==> src/rtl/rr_reg_arbiter_pkg.sv <==
// rr_reg_arbiter_pkg: shared constants, state encoding and clog2 helper
package rr_reg_arbiter_pkg;
  typedef enum logic {IDLE = 1'b0, LOCKED = 1'b1} state_e;
  function automatic int clog2(input int n);
    int r;
    r = 1;
    for (int i = 1; i < 32; i++) if ((1 << i) < n) r = i + 1;
    return r;
  endfunction
endpackage

==> src/rtl/rr_reg_arbiter_pick.sv <==
// rr_pick: round-robin winner search starting just after ptr
module rr_pick
  import rr_reg_arbiter_pkg::*;
#(
  parameter int NUM_REQ = 4,
  parameter int PW = clog2(NUM_REQ)
) (
  input  logic [NUM_REQ-1:0] req_i,
  input  logic [PW-1:0]      ptr_i,
  output logic [PW-1:0]      winner_o,
  output logic               any_o
);
  logic [2*NUM_REQ-1:0] dbl;
  logic [NUM_REQ-1:0]   rot;
  int                   idx;
  int                   sum;
  // rotate req so bit 0 is requester ptr+1, take the lowest set bit, map back modulo NUM_REQ
  always_comb begin
    dbl = {req_i, req_i};
    rot = NUM_REQ'(dbl >> (int'(ptr_i) + 1));
    any_o = |req_i;
    idx = 0;
    for (int i = NUM_REQ - 1; i >= 0; i--) if (rot[i]) idx = i;
    sum = int'(ptr_i) + 1 + idx;
    sum = (sum >= NUM_REQ) ? sum - NUM_REQ : sum;
    winner_o = PW'(sum);
  end
endmodule

==> src/rtl/rr_reg_arbiter.sv <==
// rr_reg_arbiter: round-robin shared register loader with per-owner lock bursts
module rr_reg_arbiter
  import rr_reg_arbiter_pkg::*;
#(
  parameter int WIDTH = 8,
  parameter int NUM_REQ = 4,
  localparam int PW = clog2(NUM_REQ)
) (
  input  logic                       clk_i,
  input  logic                       reset_i,
  input  logic [NUM_REQ-1:0]         req_i,
  input  logic [NUM_REQ-1:0]         lock_i,
  input  logic [NUM_REQ*WIDTH-1:0]   data_in_i,
  output logic [NUM_REQ-1:0]         grant_o,
  output logic [WIDTH-1:0]           data_out_o,
  output logic [PW-1:0]              owner_o,
  output logic                       out_valid_o,
  output logic                       locked_o
);
  state_e             state_q, state_d;
  logic [PW-1:0]      ptr_q, ptr_d, owner_q, owner_d, win, sel;
  logic [WIDTH-1:0]   data_q, data_d;
  logic [NUM_REQ-1:0] grant_q, grant_d;
  logic               valid_q, valid_d, any, load;
  rr_pick #(.NUM_REQ(NUM_REQ), .PW(PW)) u_pick (
    .req_i   (req_i),
    .ptr_i   (ptr_q),
    .winner_o(win),
    .any_o   (any)
  );
  assign sel  = (state_q == IDLE) ? win : owner_q;
  assign load = (state_q == IDLE) ? any : req_i[owner_q];
  // next state: a load captures the selected word; lock is only honoured for the winner/owner
  always_comb begin
    state_d = (state_q == IDLE) ? ((any && lock_i[win]) ? LOCKED : IDLE)
                                : (lock_i[owner_q] ? LOCKED : IDLE);
    data_d  = load ? data_in_i[int'(sel)*WIDTH +: WIDTH] : data_q;
    grant_d = load ? NUM_REQ'(1) << sel : '0;
    owner_d = load ? sel : owner_q;
    ptr_d   = load ? sel : ptr_q;
    valid_d = load;
  end
  // state and output registers; ptr resets to the last index so requester 0 goes first
  always_ff @(posedge clk_i or posedge reset_i) begin
    if (reset_i) begin
      state_q <= IDLE;
      ptr_q   <= PW'(NUM_REQ - 1);
      owner_q <= '0;
      data_q  <= '0;
      grant_q <= '0;
      valid_q <= 1'b0;
    end else begin
      state_q <= state_d;
      ptr_q   <= ptr_d;
      owner_q <= owner_d;
      data_q  <= data_d;
      grant_q <= grant_d;
      valid_q <= valid_d;
    end
  end
  assign grant_o     = grant_q;
  assign data_out_o  = data_q;
  assign owner_o     = owner_q;
  assign out_valid_o = valid_q;
  assign locked_o    = (state_q == LOCKED);
endmodule

==> config.mk <==
export PLATFORM = sky130hd
export DESIGN_NAME = rr_reg_arbiter
export DESIGN_NICKNAME = d
export VERILOG_FILES = /design/src/rtl/rr_reg_arbiter_pkg.sv /design/src/rtl/rr_reg_arbiter_pick.sv /design/src/rtl/rr_reg_arbiter.sv
export SDC_FILE = /design/constraint.sdc
export NUM_CORES = 1
export LEC_CHECK = 0
export CAP_MARGIN = 10
export CORE_MARGIN = 2
export CORE_UTILIZATION = 60
export DETAILED_ROUTE_END_ITERATION = 8
export PLACE_DENSITY = 0.91
export SYNTH_ARGS = -nofsm -noshare
export SYNTH_HDL_FRONTEND = slang
export SYNTH_SLANG_ARGS = --single-unit
==> constraint.sdc <==
create_clock -name clk_i -period 11.6 [get_ports clk_i]
set_input_delay 2.32 -clock clk_i [delete_from_list [all_inputs] [get_ports clk_i]]
set_output_delay 2.32 -clock clk_i [all_outputs]
set_load 0.005 [all_outputs]
== Yosys cells after proc, flatten, opt, wreduce, memory -nomap -nowiden ==
Index checks and enable logic that the tools add are counted.

* Register bits after elaboration: 78
* Bits of input ports: 42
* Output and inout bits: 46
* Logic and storage cells: 34

* Add/sub/neg operators: 3
* $lt $le $gt $ge: 3
* Shift-type cells: 3
* Mux-type cells: 17
* Reduce and logical (&&, ||, !) cells: 2

{| class="wikitable"
|+ Operator list
! operator !! count
|-
| $lt 32x3->1 const B || 2
|-
| $mux 32 || 2
|-
| $add 32x2->32 const B || 1
|-
| $add 32x3->32 || 1
|-
| $ge 32x4->1 const B || 1
|-
| $shiftx 32x32->8 || 1
|-
| $shl 1x32->4 const A || 1
|-
| $shr 8x32->4 || 1
|-
| $sub 32x4->32 const B || 1
|-
| $mux 2 || 4
|-
| $mux 1 || 7
|-
| $bmux 1 s2 || 3
|-
| $mux 4 || 1
|-
| $reduce_or 4->1 || 1
|-
| $logic_and 1x1->1 || 1
|}

== Logic depth before layout (Yosys ltp) ==
* Depth in word-level cells: 14
* Gate-level depth with buffers: 30
* Depth with buffers taken out: 26

== Modules after synthesis ==
A second synthesis with hierarchy kept.

* Cell total of the unflattened synthesis: 662
* Area total of the unflattened synthesis: 5,677.9 um2

{| class="wikitable"
|+ Modules (own cells, without submodules)
! module !! instances !! cells an instance !! area each (um2) !! sequential area each (um2)
|-
| rr_pick || 1 || 473 || 3,174.3 || 0.0
|-
| rr_reg_arbiter || 1 || 189 || 2,503.7 || 1,203.7
|}

== Least setup slack after synthesis ==
Ideal clock, no wire load.

* Kind: input to register
* Start point: input req_i[3]
* End point: register grant_q[3] (netlist: grant_o[3])
* Setup time: 105 ps
* Arrival time: 8,684 ps
* Data required time: 11,495 ps
* Setup slack: 2,810 ps
* Stages: 24
* Path buffers: 1
* Path through: clkbuf_1 -> mux4_2 -> nor4_1 -> nand3_1 -> nor4_1 -> nand4_1 -> or4_1 -> a2111oi_0 -> ha_1 -> fa_1 -> nand2_1 -> nor4_1 -> a21o_1 -> a32oi_1 -> o31ai_1 -> or4b_2 -> and4b_1 -> nand3_1 -> or3_1 -> or3_1 -> xor2_1 -> o221ai_1 -> or4_4 -> nor4b_1

* Word-level cells in the longest chain between the ends: 11
* Elaborated cells between the ends (all ways): 16
* Classes of those cells: add/sub (2); order compare (1); shift (2); mux (10); reduce/logical (1)

{| class="wikitable"
|+ RTL lines
! element !! RTL line !! source
|-
| start: declaration || rr_reg_arbiter.sv:11 || <nowiki>input logic [NUM_REQ-1:0] req_i,</nowiki>
|-
| $shr 8x32->4 || rr_reg_arbiter_pick.sv:20 || <nowiki>rot = NUM_REQ'(dbl >> (int'(ptr_i) + 1));</nowiki>
|-
| $mux 2 (4 in series) || rr_reg_arbiter_pick.sv:23 || <nowiki>for (int i = NUM_REQ - 1; i >= 0; i--) if (rot[i]) idx = i;</nowiki>
|-
| $add 32x3->32 || rr_reg_arbiter_pick.sv:24 || <nowiki>sum = int'(ptr_i) + 1 + idx;</nowiki>
|-
| $sub 32x4->32 / $ge 32x4->1 (equally long branches) || rr_reg_arbiter_pick.sv:25 || <nowiki>sum = (sum >= NUM_REQ) ? sum - NUM_REQ : sum;</nowiki>
|-
| $mux 32 || rr_reg_arbiter_pick.sv:25 ||
|-
| $mux 32 || rr_reg_arbiter.sv:31 || <nowiki>assign sel = (state_q == IDLE) ? win : owner_q;</nowiki>
|-
| $shl 1x32->4 || rr_reg_arbiter.sv:38 || <nowiki>grant_d = load ? NUM_REQ'(1) << sel : '0;</nowiki>
|-
| $mux 4 (*) || rr_reg_arbiter.sv:38 ||
|-
| net grant_d[3] || rr_reg_arbiter.sv:23 || <nowiki>logic [NUM_REQ-1:0] grant_q, grant_d;</nowiki>
|-
| end signal: assignment || rr_reg_arbiter.sv:57 || <nowiki>grant_q <= grant_d;</nowiki>
|-
| end: declaration || rr_reg_arbiter.sv:23 ||
|}

The timed path passes the listed nets; every way through them passes the cells marked *. The select of a mux whose other input is x is not followed.
A chain may end at the register's enable or synchronous reset.

== Worst setup path after layout ==
* Start point: input req_i[0]
* End point: register grant_q[1] (netlist: grant_o[1])

The elaborated chain is that of the path after synthesis.

==> flow_summary.toml <==
[outcome]
status = "finished clean"

[global_routing]
grt_pass1_wl_mm = 32.9
grt_pass1_vias = 5982
overflow = 0
antenna_found_initial = 0
track_usage = 0.385
grt_max_degree = 49

[timing]
rsz0062_at_grt = "false"
setup_ws_ns = 1.28
setup_viol = 0
finClkSkew_ns = 0.0184
period_minus_slack_ns = 10.32
worst_slew_pin_slew_ns = 1.24
drv_slew = 0
hold_viol_final = 0
setup_tns_ns = 0
maxSlewHeadroom = 0.173
max_freq_mhz = 96.9
hold_ws_ns = 0.531
period_share = 0.889

[synth]
syn_area_per_cell_um2 = 7.85
synth_area_leader_cell = "dfrtp_1"
yosysWarningCount = 0
yosys_most_used_dff = "dfrtp_1"
synth_seq_area_share = 0.202
synthesis.nets = 806
synthTopCellsByArea = "dfrtp_1 (19%), xnor2_1 (8.7%), buf_4 (4.7%), mux4_2 (4.5%), nand2_1 (4.2%)"
synth_cells = 758
synth-edff-count = 0
synth_cell_type_count = 85
yosys.area.top_type_share = 0.193
ys_ff_latch = 48
async_reset_ff_frac = 1.00
synth_area_um2 = 5950

[flow_run]
cap_violations = 0

[clocking]
clock-sinks = 48
postCtsSetupBuffers = 0
cts_resized = 0
tritoncts = "done"
clockRootBuffer = "clkbuf_8"
cts_hold_buffers = 0
cts-buffers-inserted = 5
clk_path_buf_depth = 2
clkTransAtPathRegs_ns = 0.10
worstSkewPairLatency_ns = 0.34
htree_levels = 2

[placement]
routabilityCongestion = 1.04
place_ws_ns = 1.30
dp_cells = 901
post-dp-hpwl_mm = 16.3
port_buffers = 87

[die]
die_h_um = 104
core_region_area_um2 = 9680
die-area_um2 = 10700
dieWidth_um = 104
io_pins = 88
fp-row-count = 36
start_util = 0.614

[power_and_ir_drop]
ir_drop_v = 0.000192
p_sw_mw = 0.893
p_sw_frac = 0.534
p_clk_frac = 0.094
p_int_mw = 0.780
power_density_nw_per_um2 = 249
p_leak_nw = 2.28
seq_power_share = 0.231
p_total_mw = 1.67
power_frac_comb = 0.675

[setup_path]
cp_common_cell = "nor4_1"
path_class = "input port to flop"
cp_max_fo = 12
cp_num_buf_inv = 1
crit_chain = "clkdlybuf4s50_1, mux4_2, nor4_1, nand3_1, nor4_1, nand4_1, or4_1, a2111oi_0, ha_1, a21oi_1, nor2_1, nand3_1, nor3_1, nand4_2, nor3_1, mux2i_1, and3_1, a31oi_1, and2_1, o311ai_0, nand4b_1, or4_4, nor4_1"
critical_path.top_delay_family = "simple AND/OR/NAND/NOR gates"
end_kind = "flop"
max_stage_delay_ns = 0.94
start_kind = "input port"
critPathArrivalTime_ns = 10.53
critical_path_required_ns = 11.81
slowest_stage = "a31oi_1"

[drt]
drc = 0
drtIter0Drc = 901
ant_nets = 0
dr.pass1.iters = 8
avgViaCountPerCell = 7.08
wire_per_inst_um = 23.1
vias = 6442
wl_mm = 21.0

[cells_and_area]
fin_nets = 824
drive_above_1_share = 0.0811
antennaDiodeCount = 0
final_cells = 910
area_growth_pct = 12.8
nFillCells = 803

[worst_hold_path]
hold_class = "flop to flop"
-- power by group through the flow --
| stage | sequential, mW | combinational [mW] | clock, mW |
|---|---|---|---|
| floorplan | 0.274 | 0.895 | 0 |
| global placement | 0.372 | 1.07 | 0 |
| detailed placement | 0.377 | 1.09 | 0 |
| CTS | 0.374 | 1.10 | 0.155 |
| global route | 0.393 | 1.21 | 0.162 |
| finish | 0.387 | 1.13 | 0.156 |
-- per-stage QoR --
step	utilization	instance area, µm²
6_report	0.693	6710
5_1_grt	0.693	6710
4_1_cts	0.692	6700
3_5_place_dp	0.678	6560
3_3_place_gp	0.678	6560
2_1_floorplan	-	5950
-- final timing paths --
| path | endpoint | slack (ns) | cells past startpoint | startpoint |
|---|---|---|---|---|
| max in group asynchronous | owner_o[9] | 8.39 | 2 | reset_i |
| hold reg to reg | data_out_o[2] | 0.53 | 1 | data_out_o[2] |
| hold / removal | data_out_o[2] | 0.53 | 1 | data_out_o[2] |
| setup reg to reg | grant_o[1] | 2.11 | 24 | owner_o[3] |
| min in group asynchronous | owner_o[23] | 2.53 | 2 | reset_i |
| setup / recovery | grant_o[1] | 1.28 | 23 | req_i[0] |
-- registers in the layout, indices dropped and copies added (netlist names) --
name	count
owner_o	32
data_out_o	8
grant_o	4
ptr_q	2
locked_o	1
out_valid_o	1
-- metal layers --
| layer | track usage | wire (µm) | vias up |
|---|---|---|---|
| li1 | - | - | 2817 |
| met1 | 0.543 | 8140 | 3021 |
| met2 | 0.588 | 9290 | 525 |
| met3 | 0.0761 | 2720 | 79 |
| met4 | 0.143 | 826 | 0 |
| met5 | 0 | 0 | - |
-- cell usage after synthesis (10+ instances only) --
master and count:
mux2i_1 10, a31oi_1 14, o21ai_0 19, or3_1 13, nand4_1 25, a21oi_1 38
nand2_1 66, nor4_1 23, nor2_1 66, nor3_1 21, o31ai_1 13, clkbuf_1 30
a22o_1 13, inv_1 16, and2_1 10, and3_1 11, xor2_1 20, xnor2_1 59
buf_4 37, mux4_2 12, nand3_1 40, dfrtp_1 46
-- worst register-to-register path, stage by stage, from the launching register on --
cell and delay [ns]:
dfrtp_1 0.71, nand4_1 0.68, nor4_2 0.63, nand4_1 0.25, xor2_1 0.32, nand3_1 0.14
nor4_1 0.22, nand4_1 0.13, or4_1 0.55, a2111oi_0 0.42, ha_1 0.27, a21oi_1 0.08
nor2_1 0.35, nand3_1 0.34, nor3_1 0.48, nand4_2 0.27, nor3_1 0.45, mux2i_1 0.21
and3_1 0.25, a31oi_1 0.94, and2_1 0.37, o311ai_0 0.21, nand4b_1 0.23, or4_4 0.53
nor4_1 0.36
-- logic make-up (layout without fill, tap and decap cells) --
| logic type | count (synthesis) | in the layout | synth area share |
|---|---|---|---|
| AO/OA/AOI/OAI | 145 | 145 | 0.172 |
| XOR/XNOR | 79 | 79 | 0.116 |
| adder cells (fa/ha/maj) | 6 | 6 | 0.0139 |
| buffers and inverters | 97 | 116 | 0.0875 |
| flip-flops | 48 | 48 | 0.202 |
| multiplexers | 31 | 31 | 0.0793 |
| AND/OR/NAND/NOR | 352 | 352 | 0.329 |
-- cells in the final DEF, fill, tap and decap left out, types with 19 or more instances in the layout --
cell and count:
clkdlybuf4s50_1 87, nor2_1 66, nand2_1 66, xnor2_1 59, dfrtp_1 46, nand3_1 40, a21oi_1 36, nand4_1 25
nor4_1 23, nor3_1 21, xor2_1 20, o21ai_0 19
-- area by class of cell --
class,instances,area (µm²),share of cell area
repair buffers,92,908,0.135
clock inverters,3,68.8,0.0103
inverters,16,60.1,0.00895
clock buffers,5,68.8,0.0103
multi-input cells,613,4230,0.631
flip-flops and latches,48,1200,0.179
well taps,133,166,0.0248
Note: power is estimated with default switching activity, not from simulation.
